--- src/rtl/simproc_pkg.sv ---
// Shared command codes, response bytes and controller states for the simproc host-command path.
package simproc_pkg;

    localparam logic [7:0] RESP_PING = 8'hA5;
    localparam logic [7:0] RESP_ACK  = 8'h4B;
    localparam logic [7:0] RESP_NAK  = 8'h3F;

    typedef enum logic [7:0] {
        CMD_PING   = 8'h01,
        CMD_WRITE  = 8'h02,
        CMD_READ   = 8'h03,
        CMD_RUN    = 8'h04,
        CMD_HALT   = 8'h05,
        CMD_STEP   = 8'h06,
        CMD_SET_PC = 8'h07,
        CMD_GET_PC = 8'h08
    } cmd_e;

    typedef enum logic [2:0] {
        ST_IDLE,
        ST_GET_ADDR,
        ST_GET_DATA,
        ST_EXEC,
        ST_MEM_WAIT,
        ST_RESP,
        ST_WAIT_TX
    } state_e;

    // Response for every command except a READ that actually goes to memory.
    // Commands touching memory or the PC are refused while the core runs.
    function automatic logic [7:0] exec_resp(input logic [7:0] cmd,
                                             input logic       run,
                                             input logic [7:0] pc);
        case (cmd)
            CMD_PING:                         return RESP_PING;
            CMD_RUN, CMD_HALT:                return RESP_ACK;
            CMD_WRITE, CMD_STEP, CMD_SET_PC:  return run ? RESP_NAK : RESP_ACK;
            CMD_GET_PC:                       return pc;
            default:                          return RESP_NAK;
        endcase
    endfunction

endpackage

--- src/rtl/simproc_cmd_ctrl_if.sv ---
// Host-command controller bus: UART byte side, memory port and core controls.
interface simproc_cmd_ctrl_if #(
    parameter int ADDR_W = 8,
    parameter int DATA_W = 8
);
    logic              rx_valid;
    logic [7:0]        rx_data;
    logic              tx_en;
    logic [7:0]        tx_data;
    logic              tx_done;
    logic [ADDR_W-1:0] mem_addr;
    logic [DATA_W-1:0] mem_wdata;
    logic              mem_we;
    logic              mem_re;
    logic [DATA_W-1:0] mem_rdata;
    logic              run;
    logic              step_pulse;
    logic              pc_load;
    logic [ADDR_W-1:0] pc_load_val;
    logic [ADDR_W-1:0] pc_val;
    logic              busy;
    logic              overrun;

    modport master (
        input  rx_valid, rx_data, tx_done, mem_rdata, pc_val,
        output tx_en, tx_data, mem_addr, mem_wdata, mem_we, mem_re,
               run, step_pulse, pc_load, pc_load_val, busy, overrun
    );

    modport slave (
        output rx_valid, rx_data, tx_done, mem_rdata, pc_val,
        input  tx_en, tx_data, mem_addr, mem_wdata, mem_we, mem_re,
               run, step_pulse, pc_load, pc_load_val, busy, overrun
    );
endinterface

--- src/rtl/simproc_frame_rx.sv ---
// Assembles cmd/addr/data byte frames; SIMPROC_CMD_TIMEOUT_EN adds an inter-byte timeout
// that discards a stalled partial frame.
module simproc_frame_rx #(
    parameter int TIMEOUT_CYC = 4096
) (
    input  logic       clk,
    input  logic       rst,
    input  logic       i_collect,
    input  logic       i_rx_valid,
    input  logic [7:0] i_rx_data,
    output logic       o_frame_valid,
    output logic [7:0] o_cmd,
    output logic [7:0] o_addr,
    output logic [7:0] o_data,
    output logic       o_timeout
);
    logic [1:0] r_idx;
    logic [7:0] r_cmd;
    logic [7:0] r_addr;
    logic       w_take;
    logic       w_timeout;

    assign w_take        = i_rx_valid && i_collect;
    assign o_frame_valid = w_take && (r_idx == 2'd2);
    assign o_cmd         = r_cmd;
    assign o_addr        = r_addr;
    assign o_data        = i_rx_data;
    assign o_timeout     = w_timeout;

    always_ff @(posedge clk) begin
        if (rst) begin
            r_idx  <= 2'd0;
            r_cmd  <= 8'h00;
            r_addr <= 8'h00;
        end else if (w_timeout) begin
            r_idx <= 2'd0;
        end else if (w_take) begin
            case (r_idx)
                2'd0: begin
                    r_cmd <= i_rx_data;
                    r_idx <= 2'd1;
                end
                2'd1: begin
                    r_addr <= i_rx_data;
                    r_idx  <= 2'd2;
                end
                default: r_idx <= 2'd0;
            endcase
        end
    end

`ifdef SIMPROC_CMD_TIMEOUT_EN
    localparam int unsigned CNT_W = $clog2(TIMEOUT_CYC + 1);

    logic [CNT_W-1:0] r_cnt;

    // Counts idle cycles only while a frame is partially received.
    always_ff @(posedge clk) begin
        if (rst || (r_idx == 2'd0) || i_rx_valid) begin
            r_cnt <= '0;
        end else begin
            r_cnt <= r_cnt + 1'b1;
        end
    end

    assign w_timeout = (r_idx != 2'd0) && !i_rx_valid &&
                       (r_cnt == CNT_W'(TIMEOUT_CYC - 1));
`else
    logic w_unused_timeout;

    assign w_unused_timeout = (TIMEOUT_CYC == 0);
    assign w_timeout        = 1'b0;
`endif

endmodule

--- src/rtl/simproc_cmd_ctrl.sv ---
// Host-command sequencer: 3-byte frames in, one response byte out, memory/core control.
// Optional inter-byte timeout enabled by defining SIMPROC_CMD_TIMEOUT_EN.
module simproc_cmd_ctrl
    import simproc_pkg::*;
#(
    parameter int ADDR_W      = 8,
    parameter int DATA_W      = 8,
    parameter int TIMEOUT_CYC = 4096
) (
    input  logic                clk,
    input  logic                rst,
    simproc_cmd_ctrl_if.master  bus
);
    state_e            r_state;
    logic [7:0]        r_cmd;
    logic              r_run;
    logic              r_overrun;
    logic              r_tx_en;
    logic [7:0]        r_tx_data;
    logic              r_mem_we;
    logic              r_mem_re;
    logic              r_step;
    logic              r_pc_load;
    logic [ADDR_W-1:0] r_mem_addr;
    logic [DATA_W-1:0] r_mem_wdata;
    logic [ADDR_W-1:0] r_pc_load_val;

    logic       w_collect;
    logic       w_frame_valid;
    logic       w_timeout;
    logic [7:0] w_cmd;
    logic [7:0] w_addr;
    logic [7:0] w_data;

    assign w_collect = (r_state == ST_IDLE) || (r_state == ST_GET_ADDR) ||
                       (r_state == ST_GET_DATA);

    simproc_frame_rx #(
        .TIMEOUT_CYC (TIMEOUT_CYC)
    ) u_frame_rx (
        .clk           (clk),
        .rst           (rst),
        .i_collect     (w_collect),
        .i_rx_valid    (bus.rx_valid),
        .i_rx_data     (bus.rx_data),
        .o_frame_valid (w_frame_valid),
        .o_cmd         (w_cmd),
        .o_addr        (w_addr),
        .o_data        (w_data),
        .o_timeout     (w_timeout)
    );

    // Side-effect strobes are registered on the frame-complete edge so they are
    // visible during EXEC; read data then arrives in MEM_WAIT.
    always_ff @(posedge clk) begin
        if (rst) begin
            r_state       <= ST_IDLE;
            r_cmd         <= 8'h00;
            r_run         <= 1'b0;
            r_overrun     <= 1'b0;
            r_tx_en       <= 1'b0;
            r_tx_data     <= 8'h00;
            r_mem_we      <= 1'b0;
            r_mem_re      <= 1'b0;
            r_step        <= 1'b0;
            r_pc_load     <= 1'b0;
            r_mem_addr    <= '0;
            r_mem_wdata   <= '0;
            r_pc_load_val <= '0;
        end else begin
            r_tx_en   <= 1'b0;
            r_mem_we  <= 1'b0;
            r_mem_re  <= 1'b0;
            r_step    <= 1'b0;
            r_pc_load <= 1'b0;

            case (r_state)
                ST_IDLE: begin
                    if (bus.rx_valid) r_state <= ST_GET_ADDR;
                end
                ST_GET_ADDR: begin
                    if (w_timeout)         r_state <= ST_IDLE;
                    else if (bus.rx_valid) r_state <= ST_GET_DATA;
                end
                ST_GET_DATA: begin
                    if (w_timeout) begin
                        r_state <= ST_IDLE;
                    end else if (w_frame_valid) begin
                        r_cmd         <= w_cmd;
                        r_mem_addr    <= ADDR_W'(w_addr);
                        r_mem_wdata   <= DATA_W'(w_data);
                        r_pc_load_val <= ADDR_W'(w_addr);
                        if (!r_run) begin
                            case (w_cmd)
                                CMD_WRITE:  r_mem_we  <= 1'b1;
                                CMD_READ:   r_mem_re  <= 1'b1;
                                CMD_STEP:   r_step    <= 1'b1;
                                CMD_SET_PC: r_pc_load <= 1'b1;
                                default:    ;
                            endcase
                        end
                        r_state <= ST_EXEC;
                    end
                end
                ST_EXEC: begin
                    case (r_cmd)
                        CMD_PING: r_overrun <= 1'b0;
                        CMD_RUN:  r_run     <= 1'b1;
                        CMD_HALT: r_run     <= 1'b0;
                        default:  ;
                    endcase
                    if ((r_cmd == CMD_READ) && !r_run) begin
                        r_state <= ST_MEM_WAIT;
                    end else begin
                        r_tx_data <= exec_resp(r_cmd, r_run, bus.pc_val[7:0]);
                        r_tx_en   <= 1'b1;
                        r_state   <= ST_RESP;
                    end
                end
                ST_MEM_WAIT: begin
                    r_tx_data <= bus.mem_rdata[7:0];
                    r_tx_en   <= 1'b1;
                    r_state   <= ST_RESP;
                end
                ST_RESP: begin
                    r_state <= ST_WAIT_TX;
                end
                ST_WAIT_TX: begin
                    if (bus.tx_done) r_state <= ST_IDLE;
                end
                default: r_state <= ST_IDLE;
            endcase

            // A byte outside the collecting states is lost; this wins over a PING clear.
            if (bus.rx_valid && !w_collect) r_overrun <= 1'b1;
        end
    end

    assign bus.tx_en       = r_tx_en;
    assign bus.tx_data     = r_tx_data;
    assign bus.mem_addr    = r_mem_addr;
    assign bus.mem_wdata   = r_mem_wdata;
    assign bus.mem_we      = r_mem_we;
    assign bus.mem_re      = r_mem_re;
    assign bus.run         = r_run;
    assign bus.step_pulse  = r_step;
    assign bus.pc_load     = r_pc_load;
    assign bus.pc_load_val = r_pc_load_val;
    assign bus.busy        = (r_state != ST_IDLE);
    assign bus.overrun     = r_overrun;

endmodule

--- src/flat_wrapper.sv ---
// flat-port wrapper written by rule: the top's interface ports become plain ports
module simproc_cmd_ctrl_flat import simproc_pkg::*;
#(
    parameter int ADDR_W      = 8,
    parameter int DATA_W      = 8,
    parameter int TIMEOUT_CYC = 4096
)
  (clk, rst, bus_rx_valid, bus_rx_data, bus_tx_done, bus_mem_rdata, bus_pc_val, bus_tx_en, bus_tx_data, bus_mem_addr, bus_mem_wdata, bus_mem_we, bus_mem_re, bus_run, bus_step_pulse, bus_pc_load, bus_pc_load_val, bus_busy, bus_overrun);
  simproc_cmd_ctrl_if #(.ADDR_W(ADDR_W), .DATA_W(DATA_W)) bus_i ();
  input  logic clk;
  input  logic rst;
  input wire logic [$bits(bus_i.rx_valid)-1:0] bus_rx_valid;
  input wire logic [$bits(bus_i.rx_data)-1:0] bus_rx_data;
  input wire logic [$bits(bus_i.tx_done)-1:0] bus_tx_done;
  input wire logic [$bits(bus_i.mem_rdata)-1:0] bus_mem_rdata;
  input wire logic [$bits(bus_i.pc_val)-1:0] bus_pc_val;
  output wire logic [$bits(bus_i.tx_en)-1:0] bus_tx_en;
  output wire logic [$bits(bus_i.tx_data)-1:0] bus_tx_data;
  output wire logic [$bits(bus_i.mem_addr)-1:0] bus_mem_addr;
  output wire logic [$bits(bus_i.mem_wdata)-1:0] bus_mem_wdata;
  output wire logic [$bits(bus_i.mem_we)-1:0] bus_mem_we;
  output wire logic [$bits(bus_i.mem_re)-1:0] bus_mem_re;
  output wire logic [$bits(bus_i.run)-1:0] bus_run;
  output wire logic [$bits(bus_i.step_pulse)-1:0] bus_step_pulse;
  output wire logic [$bits(bus_i.pc_load)-1:0] bus_pc_load;
  output wire logic [$bits(bus_i.pc_load_val)-1:0] bus_pc_load_val;
  output wire logic [$bits(bus_i.busy)-1:0] bus_busy;
  output wire logic [$bits(bus_i.overrun)-1:0] bus_overrun;
  assign bus_i.rx_valid = bus_rx_valid;
  assign bus_i.rx_data = bus_rx_data;
  assign bus_i.tx_done = bus_tx_done;
  assign bus_i.mem_rdata = bus_mem_rdata;
  assign bus_i.pc_val = bus_pc_val;
  assign bus_tx_en = bus_i.tx_en;
  assign bus_tx_data = bus_i.tx_data;
  assign bus_mem_addr = bus_i.mem_addr;
  assign bus_mem_wdata = bus_i.mem_wdata;
  assign bus_mem_we = bus_i.mem_we;
  assign bus_mem_re = bus_i.mem_re;
  assign bus_run = bus_i.run;
  assign bus_step_pulse = bus_i.step_pulse;
  assign bus_pc_load = bus_i.pc_load;
  assign bus_pc_load_val = bus_i.pc_load_val;
  assign bus_busy = bus_i.busy;
  assign bus_overrun = bus_i.overrun;
  simproc_cmd_ctrl #(.ADDR_W(ADDR_W), .DATA_W(DATA_W), .TIMEOUT_CYC(TIMEOUT_CYC)) u_core (.clk(clk), .rst(rst), .bus(bus_i));
endmodule
--- config.mk ---
export PLATFORM = sky130hd
export DESIGN_NAME = simproc_cmd_ctrl_flat
export DESIGN_NICKNAME = d
export VERILOG_FILES = /design/src/rtl/simproc_pkg.sv /design/src/rtl/simproc_cmd_ctrl_if.sv /design/src/rtl/simproc_frame_rx.sv /design/src/rtl/simproc_cmd_ctrl.sv /design/src/flat_wrapper.sv
export SDC_FILE = /design/constraint.sdc
export NUM_CORES = 1
export LEC_CHECK = 0
export ABC_AREA = 1
export CAP_MARGIN = 5
export CELL_PAD_IN_SITES_DETAIL_PLACEMENT = 0
export CELL_PAD_IN_SITES_GLOBAL_PLACEMENT = 1
export CORE_UTILIZATION = 30
export CTS_CLUSTER_SIZE = 30
export DETAILED_ROUTE_END_ITERATION = 12
export PLACE_DENSITY = 0.76
export SLEW_MARGIN = 30
export SYNTH_ARGS = -nofsm -noshare
export SYNTH_HDL_FRONTEND = slang
export SYNTH_SLANG_ARGS = --single-unit
--- constraint.sdc ---
create_clock -name clk -period 1.4 [get_ports clk]
set_input_delay 0.28 -clock clk [delete_from_list [all_inputs] [get_ports clk]]
set_output_delay 0.28 -clock clk [all_outputs]
set_load 0.01 [all_outputs]
After elaboration in Yosys (flattened, before gate mapping)
Index checks and enable logic that the tools add are counted.

word-level totals
  word-level logic and storage cells = 88
  output and inout bits = 40
  input bits = 28
  register bits after elaboration = 60

cells by class
  eq/ne operators = 25
  muxes and demuxes = 21
  reduce and logical (&&, ||, !) cells = 25
  bitwise gates (word level) = 2

operators by type and width
  kind                count
  $eq 8x3->1 const B  6
  $eq 8x2->1 const B  4
  $pmux 8 s4          1
  $pmux 3 s7          1
  $pmux 8 s2          1
  $mux 3              4
  $reduce_and 2->1    6
  $ne 2x2->1 const B  5
  $eq 3x3->1 const B  3
  $mux 1              9
  $eq 8x1->1 const B  1
  $eq 8x4->1 const B  1
  $mux 8              1
  $reduce_bool 2->1   4
  $mux 7              1
  $eq 3x2->1 const B  2
  $logic_and 1x1->1   4
  $pmux 1 s2          2
  $pmux 2 s2          1
  $reduce_and 4->1    1
  $reduce_or 4->1     1
  $eq 3x1->1 const B  1
  $logic_not 3->1     1
  $reduce_bool 3->1   1
  8 further kinds     11

Logic depth before layout (Yosys ltp)
Gate-level depths: netlist (run 1).

  depth after elaboration = 7
  mapped depth = 10
  depth with buffers taken out = 10

Cells and area by module
A second synthesis (run 1) with hierarchy kept.

unflattened totals
  cell total of the unflattened synthesis = 412
  area total of the unflattened synthesis = 2,929.1 um^2

by module, submodules not included
  module            cells each  seq. area each (um^2)  instances  area an instance (um^2)
  simproc_cmd_ctrl  292         840.8                  1          2,009.4
  simproc_frame_rx  120         360.3                  1          919.6

Worst setup path after synthesis (run 1)
Ideal clock, no wire load.

  path type = flip-flop to flip-flop
  from = reg u_core.r_state[2]
  to = reg u_core.u_frame_rx.r_cmd[3] (netlist: u_core.u_frame_rx.o_cmd[3])
  data arrival time = 1.175 ns
  path buffers = 1
  cell stages (with the launch flop) = 8
  setup slack = 0.105 ns
  setup time = 0.119 ns
  period minus slack after synthesis = 1.295 ns
  data required time = 1.281 ns
  cell sequence = dfxtp_1 inv_2 nand3_4 nor3_2 inv_1 buf_2 o21ai_0 a21oi_1

between the ends
  word-level cells in the longest chain between the ends = 5
  elaborated cells between the ends (all ways) = 7
  classes of those cells = 2 x eq/ne; 5 x reduce/logical

RTL lines
  item                                                  line                    source
  from (decl)                                           simproc_cmd_ctrl.sv:14  state_e r_state;
  from (signal assigned)                                simproc_cmd_ctrl.sv:57  r_state <= ST_IDLE;
  from (signal assigned)                                simproc_cmd_ctrl.sv:79  if (bus.rx_valid) r_state <= ST_GET_ADDR;
  from (signal assigned)                                simproc_cmd_ctrl.sv:82  if (w_timeout) r_state <= ST_IDLE;
  $eq 3x1->1 / $logic_not 3->1 (equally long branches)  simproc_cmd_ctrl.sv:35  assign w_collect = (r_state == ST_IDLE) || (r_state == ST_GET_ADDR) ||
  $logic_or 1x1->1                                      simproc_cmd_ctrl.sv:35
  $logic_or 1x1->1 (*)                                  simproc_cmd_ctrl.sv:35
  $logic_and 1x1->1 (*)                                 simproc_frame_rx.sv:23  assign w_take = i_rx_valid && i_collect;
  $reduce_and 2->1 (no source line) (*)                 n/a
  to (signal assigned)                                  simproc_frame_rx.sv:40  r_cmd <= i_rx_data;
  to (decl)                                             simproc_frame_rx.sv:18  logic [7:0] r_cmd;

Mark *: on every way between the ends. The rest lies on a longest branch, timed or not.
A chain may end at the register's enable or synchronous reset.

Worst setup path after layout (run 1)
  from = reg u_core.r_state[0]
  to = reg u_core.r_cmd[0]

between the ends
  word-level cells in the longest chain between the ends = 6
  elaborated cells between the ends (all ways) = 8
  classes of those cells = 2 x eq/ne; 6 x reduce/logical

RTL lines
  item                                                  line                    source
  $eq 3x1->1 / $logic_not 3->1 (equally long branches)  simproc_cmd_ctrl.sv:35
  $logic_or 1x1->1 (2 in a row)                         simproc_cmd_ctrl.sv:35
  $logic_and 1x1->1                                     simproc_frame_rx.sv:23
  $logic_and 1x1->1                                     simproc_frame_rx.sv:24  assign o_frame_valid = w_take && (r_idx == 2'd2);
  $reduce_and 2->1 (no source line) (*)                 n/a
  to (signal assigned)                                  simproc_cmd_ctrl.sv:89  r_cmd <= w_cmd;
  to (decl)                                             simproc_cmd_ctrl.sv:15  logic [7:0] r_cmd;

Marks and branches as above.

==> summary.md, run 1 <==
| Metric | Value |
|---|---|
| Status | `finished, violations left` |
| Failing checks | `negative setup slack` |
| Share of flip-flops with an asynchronous set or reset | `0%` |
| Die W | `94.6 µm` |
| Drc violations | `0` |
| Hold WS | `between 0.4 and 0.5 ns` |
| Cell variety after synth | `24` |
| Period utilization | `100%` |
| Starting density of the core | `around 31%` |
| Root Driver | `clkbuf_8` |
| Met2 GRT Util | `approximately 28%` |
| Synth-to-layout area growth | `49.8%` |
| Crit path DAT | `roughly 1.7 ns` |
| Synthesized flop and latch total | `60` |
| CP max FO | `13` |
| IO buf count | `67` |
| Avg Cell Area, Syn | `between 7 and 8 µm²` |
| Busiest layer in global routing | `met2` |
| H-tree levels | `3` |
| Synthesized area | `~2600 µm²` |
| RD Place Congestion | `0.805` |
| Post-route cell area | `3850 µm²` |
| GRT overflow | `0` |
| Fin util | `roughly 47%` |
| Setup CP Type | `register to register` |
| Post-DP HPWL | `5020 µm` |
| Multi-input logic area | `1270 µm²` |
| Synth top area share | `between 40% and 50%` |
| Syn Nets | `390` |
| Hold_buf cts | `0` |
| DR WL/cell | `12.5 µm` |
| Fin. Hold Viols | `0` |
| Pwr Density | `~1100 nW/µm²` |
| Met3 usage | `about 5.3%` |
| Global-route wire length before repair | `roughly 12000 µm` |
| Worst slew pin tran | `a little over 0.4 ns` |
| Initial DRC count | `99` |
| CTS Buffer Depth | `2` |
| Final wirelength | `~7000 µm` |
| Antenna cells | `0` |
| Fmax | `roughly 710 MHz` |
| Final setup vio count | `1` |
| Fill cell count | `879` |
| DP Worst Slack | `-0.388 ns` |
| GRT Util Overall | `approximately 17%` |
| CTS tree | `done` |
| Slew HR | `73.0%` |
| Chip height | `roughly 95 µm` |
| Total Neg Setup Slack | `-0.00273 ns` |
| Max-Cap Viols | `0` |
| Post-synth EDFFs | `0` |
| Full die area | `8950 µm²` |
| Post-Synthesis Cells | `362` |
| Post-Place Cell Area | `3550 µm²` |
| Synth Flop Type | `dfxtp_1` |
| Met1 Use GR | `20.1%` |
| Clock latency at the later pin of the worst-skew pair | `0.34 ns` |
| Largest net degree at the start of global routing | `27` |
| Leak Pwr | `approximately 1.8 nW` |
| Register area share after synthesis | `between 40 and 50%` |
| Synth top area cells | `dfxtp_1 (47%), nand2_1 (11%), nor2_1 (8.8%)` |
| Clk_skew | `~0.0093 ns` |
| Synth cell count leaders | `nand2_1 (73), dfxtp_1 (60), nor2_1 (60)` |
| Via-to-Cell Ratio | `about 4.7` |
| Core area | `approximately 8300 µm²` |
| Vias in the first global route | `approximately 2600` |
| Placed cell count | `between 500 and 600` |
| Count leader, synth | `nand2_1` |
| Max-slew violations | `0` |
| Area leader, netlist | `dfxtp_1` |
| Total power | `~4.1 mW` |
| Vias post-DR | `about 2700` |
| Worst Hold Class | `register to register` |
| Number of CTS-inserted buffers | `9` |
| Routed Antenna Nets | `0` |
| Peak supply drop | `between 0.0006 and 0.0007 V` |
| Initial antenna violation count | `0` |
| CP Capture Type | `register` |
| Min Tclk post-route | `about 1.4 ns` |
| Layout cells sized above 1 | `a little under a quarter` |
| Drt pass-1 iters | `4` |
| Final net count | `485` |
| Clock Sinks | `60` |
| CTS clock-pin slew for the worst setup and hold paths | `around 0.070 ns` |
| Rows | `33` |
| Critical path data required time | `~1.7 ns` |
| Register Area | `between 1000 and 1500 µm²` |
| Yosys warns | `0` |
| Final worst slack | `-0.00273 ns` |
| RSZ-0062 raised after global routing | `yes` |
| Final Instance Count excl. Fillers | `between 500 and 600` |
| I/O pin count | `68` |
| Worst setup SP type | `register` |
[layout make-up]
type / instances / area share, %
multi-input combinational: 254 / 33.0
sequential: 60 / 31.5
timing repair buffer: 106 / 24.7
tap: 105 / 3.41
clock buffer: 9 / 3.22
inverter: 25 / 2.60
clock inverter: 7 / 1.36
timing repair inverter: 1 / 0.195
[power by group]
part	switching, mW	internal, mW
sequential	0.0949	1.83
combinational	0.435	0.372
clock	0.747	0.649
total	1.28	2.85
[path summary, 6_finish.rpt]
| path | startpoint | slack, ns | cells past startpoint | end |
|---|---|---|---|---|
| min | u_core.bus.mem_wdata[1] | 0.47 | 2 | u_core.bus.mem_wdata[1] |
| min reg2reg | u_core.bus.mem_wdata[1] | 0.47 | 2 | u_core.bus.mem_wdata[1] |
| max reg2reg | u_core.r_state[0] | -0.003 | 7 | u_core.r_cmd[0] |
| max | u_core.r_state[0] | -0.003 | 7 | u_core.r_cmd[0] |
[critical path, stage by stage (launching register included)]
cell	delay [ns]
dfxtp_4	0.37
nand2_4	0.09
nand3_4	0.10
nor3_4	0.23
nand2_2	0.11
buf_6	0.16
buf_4	0.14
a21oi_1	0.13
[registers in the layout (all words and copies together), names as in the netlist, 2 cells and up]
signal                    count
u_core.bus.mem_addr           8
u_core.bus.mem_wdata          8
u_core.bus.tx_data            8
u_core.r_cmd                  8
u_core.u_frame_rx.o_addr      8
u_core.u_frame_rx.o_cmd       8
u_core.r_state                3
u_core.u_frame_rx.r_idx       2
[cells by family (layout without fill, tap and decap cells)]
family                 after synthesis  count (layout)  synth area share (%)
buffers and inverters               48             148                  8.37
and+or+nand+nor                    185             185                  31.3
AOI/OAI and AO/OA                   69              69                  13.7
DFF                                 60              60                  46.7
[per-layer routing]
layer / part of all wire [%] / routed length, µm / vias up
li1: - / - / 1367
met1: 45 / 3190 / 1239
met2: 47 / 3320 / 70
met3: 6.4 / 452 / 10
met4: 1.5 / 104 / 0
met5: 0 / 0 / -
[timing repair]
item	4_1_cts	5_1_grt
setup buffers	1	2
resized for setup	52	52
pin swaps	1	20
cloned	0	1
endpoints found under the hold margin	0	0
setup endpoints to repair	51	34
[cells in the final DEF (no fill, tap or decap), types with 9 or more instances in the layout]
master           Yosys  final
o21ai_0             32     24
nand2_2              2      9
buf_4                8     32
nor2_2               1     10
a21oi_1             34     34
clkbuf_8             0      9
nand2_1             73     65
nor2_1              60     47
dlygate4sd2_1        0     40
nand3_1             35     34
clkdlybuf4s50_1      0     26
dfxtp_1             60     53
inv_1               23     19
No activity file was read; power rests on OpenSTA's default activity.
==> run 2, diff against run 1 <==
--- a/config.mk
+++ b/config.mk
@@ -6,7 +6,7 @@
 export NUM_CORES = 1
 export LEC_CHECK = 0
 export ABC_AREA = 1
-export CAP_MARGIN = 5
+export CAP_MARGIN = 15
 export CELL_PAD_IN_SITES_DETAIL_PLACEMENT = 0
 export CELL_PAD_IN_SITES_GLOBAL_PLACEMENT = 1
 export CORE_UTILIZATION = 30
==> results of run 2 <==
Same layout as run 1: the final DEF is identical, and so are final timing and power.
==> run 3, diff against run 2 <==
--- a/config.mk
+++ b/config.mk
@@ -9,11 +9,12 @@
 export CAP_MARGIN = 15
 export CELL_PAD_IN_SITES_DETAIL_PLACEMENT = 0
 export CELL_PAD_IN_SITES_GLOBAL_PLACEMENT = 1
-export CORE_UTILIZATION = 30
+export CORE_UTILIZATION = 34
 export CTS_CLUSTER_SIZE = 30
 export DETAILED_ROUTE_END_ITERATION = 12
-export PLACE_DENSITY = 0.76
+export PLACE_DENSITY = 0.81
 export SLEW_MARGIN = 30
 export SYNTH_ARGS = -nofsm -noshare
 export SYNTH_HDL_FRONTEND = slang
 export SYNTH_SLANG_ARGS = --single-unit
+export TNS_END_PERCENT = 1
==> constraint.sdc (replaced) <==
create_clock -name clk -period 1.6 [get_ports clk]
set_input_delay 0.32 -clock clk [delete_from_list [all_inputs] [get_ports clk]]
set_output_delay 0.32 -clock clk [all_outputs]
set_load 0.01 [all_outputs]
==> run 3 against run 2 <==
Against the previous run: the run now ends clean; largest cell class is now sequential cells; setup slack better by 0.054 ns; count of clock-buffer cells in the layout stayed put; combinational power is 24% lower; global-route usage is 2.1 points higher.
==> summary.md, run 3 (synthesized netlist as in run 1, its figures left out) <==
| Metric | Value |
|---|---|
| Critical path cell sequence | `clkdlybuf4s50_1` |
| Via-to-Cell Ratio | `roughly 4.7` |
| Hold_buf cts | `0` |
| Period utilization | `96.8%` |
| Min Tclk post-route | `roughly 1.5 ns` |
| Critical Path Stages | `1` |
| Routed Antenna Nets | `0` |
| CP max stage delay | `roughly 0.54 ns` |
| H-tree levels | `3` |
| Pwr Density | `between 1000 and 1500 nW/µm²` |
| CP max FO | `2` |
| Final Instance Count excl. Fillers | `about 540` |
| Reg2reg path depth | `7` |
| Setup CP Type | `register to output port` |
| Most frequent cells in the layout | `nand2_1 (72), nor2_1 (60), dfxtp_1 (56)` |
| CTS clock-pin slew for the worst setup and hold paths | `roughly 0.080 ns` |
| Initial antenna violation count | `0` |
| CP Buf/Inv Count | `1` |
| Clock latency at the later pin of the worst-skew pair | `~0.33 ns` |
| Initial DRC count | `144` |
| Rows | `31` |
| Total Neg Setup Slack | `0 ns` |
| Drc violations | `0` |
| GRT Util Overall | `between 10% and 20%` |
| Fin util | `roughly half` |
| Worst Hold Class | `register to register` |
| Register Area | `1210 µm²` |
| Global-route wire length before repair | `~11000 µm` |
| Fmax | `roughly 650 MHz` |
| Slew HR | `a little under three quarters` |
| Worst slew pin tran | `roughly 0.43 ns` |
| Antenna cells | `0` |
| Final wirelength | `6880 µm` |
| DR WL/cell | `12.7 µm` |
| CP Capture Type | `output port` |
| RSZ-0062 raised after global routing | `no` |
| Cell family with most CP delay | `buffers and inverters` |
| Final net count | `between 400 and 500` |
| CTS tree | `done` |
| RD Place Congestion | `0.888` |
| Crit path DAT | `between 1 and 1.5 ns` |
| Peak supply drop | `0.000486 V` |
| Number of CTS-inserted buffers | `9` |
| Leak Pwr | `around 1.8 nW` |
| Post-DP HPWL | `a little under 5000 µm` |
| Synth-to-layout area growth | `41.5%` |
| Starting density of the core | `35.3%` |
| CP max-delay cell | `clkdlybuf4s50_1` |
| Vias in the first global route | `~2400` |
| IO buf count | `67` |
| Core area | `7290 µm²` |
| Chip height | `about 89 µm` |
| Hold WS | `approximately 0.46 ns` |
| Die W | `between 80 and 90 µm` |
| Largest net degree at the start of global routing | `27` |
| Clock Sinks | `60` |
| CTS Buffer Depth | `2` |
| GRT overflow | `0` |
| Status | `complete, no violations` |
| Drt pass-1 iters | `4` |
| DP Worst Slack | `-0.176 ns` |
| Full die area | `slightly below 8000 µm²` |
| I/O pin count | `between 60 and 70` |
| Critical path data required time | `1.28 ns` |
| Final worst slack | `0.0509 ns` |
| Clk_skew | `between 0.009 and 0.01 ns` |
| Placed cell count | `525` |
| Max-slew violations | `0` |
| Layout cells sized above 1 | `a little under an eighth` |
| Most common cell after layout, fill and taps aside | `nand2_1` |
| Fill cell count | `760` |
| Final setup vio count | `0` |
| Worst setup SP type | `register` |
| Min-Delay Path Depth | `2` |
| Multi-input logic area | `1160 µm²` |
| Root Driver | `clkbuf_8` |
| Max-Cap Viols | `0` |
| Vias post-DR | `2547` |
| Fin. Hold Viols | `0` |
==> run 3: changes by cell type in the layout (fill, tap and decap cells not counted), moves of 9 or more <==
cell             previous run  this run
nor2_1                     47        60
dlygate4sd2_1              40         2
buf_4                      32        20
nor2_2                     10         1
dlymetal6s2s_1              0        16
clkdlybuf4s50_1            26        49
==> run 3: per-layer routing <==
metal,share of wire [%],track usage [%],up-vias
met5,0,0,-
met4,0.74,5.63,0
met3,4.4,4.16,5
met2,45,29.8,53
met1,50,25.9,1163
li1,-,-,1326
==> run 3: where the power goes <==
group	total (mW)	leakage [nW]	switching (mW)	internal (mW)
Clock	1.36	0.0958	0.638	0.726
Combinational	0.612	1.17	0.342	0.269
Sequential	1.67	0.489	0.0721	1.60
Total	3.64	1.76	1.05	2.59
==> run 3: final cells by class <==
type | count | area share [%]
clock inverter | 7 | 2.10
clock buffer | 9 | 3.40
inverter | 25 | 2.58
sequential | 60 | 33.1
multi-input combinational | 254 | 31.8
timing repair buffer | 87 | 23.6
tap | 99 | 3.40
==> run 3: per-stage QoR <==
step	power [mW]	cell area, µm²
after floorplan	2.02	2570
after global placement	2.31	3400
after detailed placement	2.31	3400
after CTS	3.68	3600
after global routing	3.85	3640
final	3.64	3640
==> run 3: what timing repair did <==
action,4_1_cts,5_1_grt
endpoints found under the setup margin,3,22
setup buffers,0,0
resized for setup,6,19
pin swaps,0,0
==> run 3: worst paths after layout <==
| check | from | endpoint | slack, ns |
|---|---|---|---|
| hold reg to reg | u_core.bus.mem_wdata[4] | u_core.bus.mem_wdata[4] | 0.46 |
| setup reg to reg | u_core.r_cmd[7] | u_core.bus.tx_data[6] | 0.14 |
| hold / removal | u_core.bus.mem_wdata[4] | u_core.bus.mem_wdata[4] | 0.46 |
| setup / recovery | u_core.bus.overrun | bus_overrun | 0.05 |
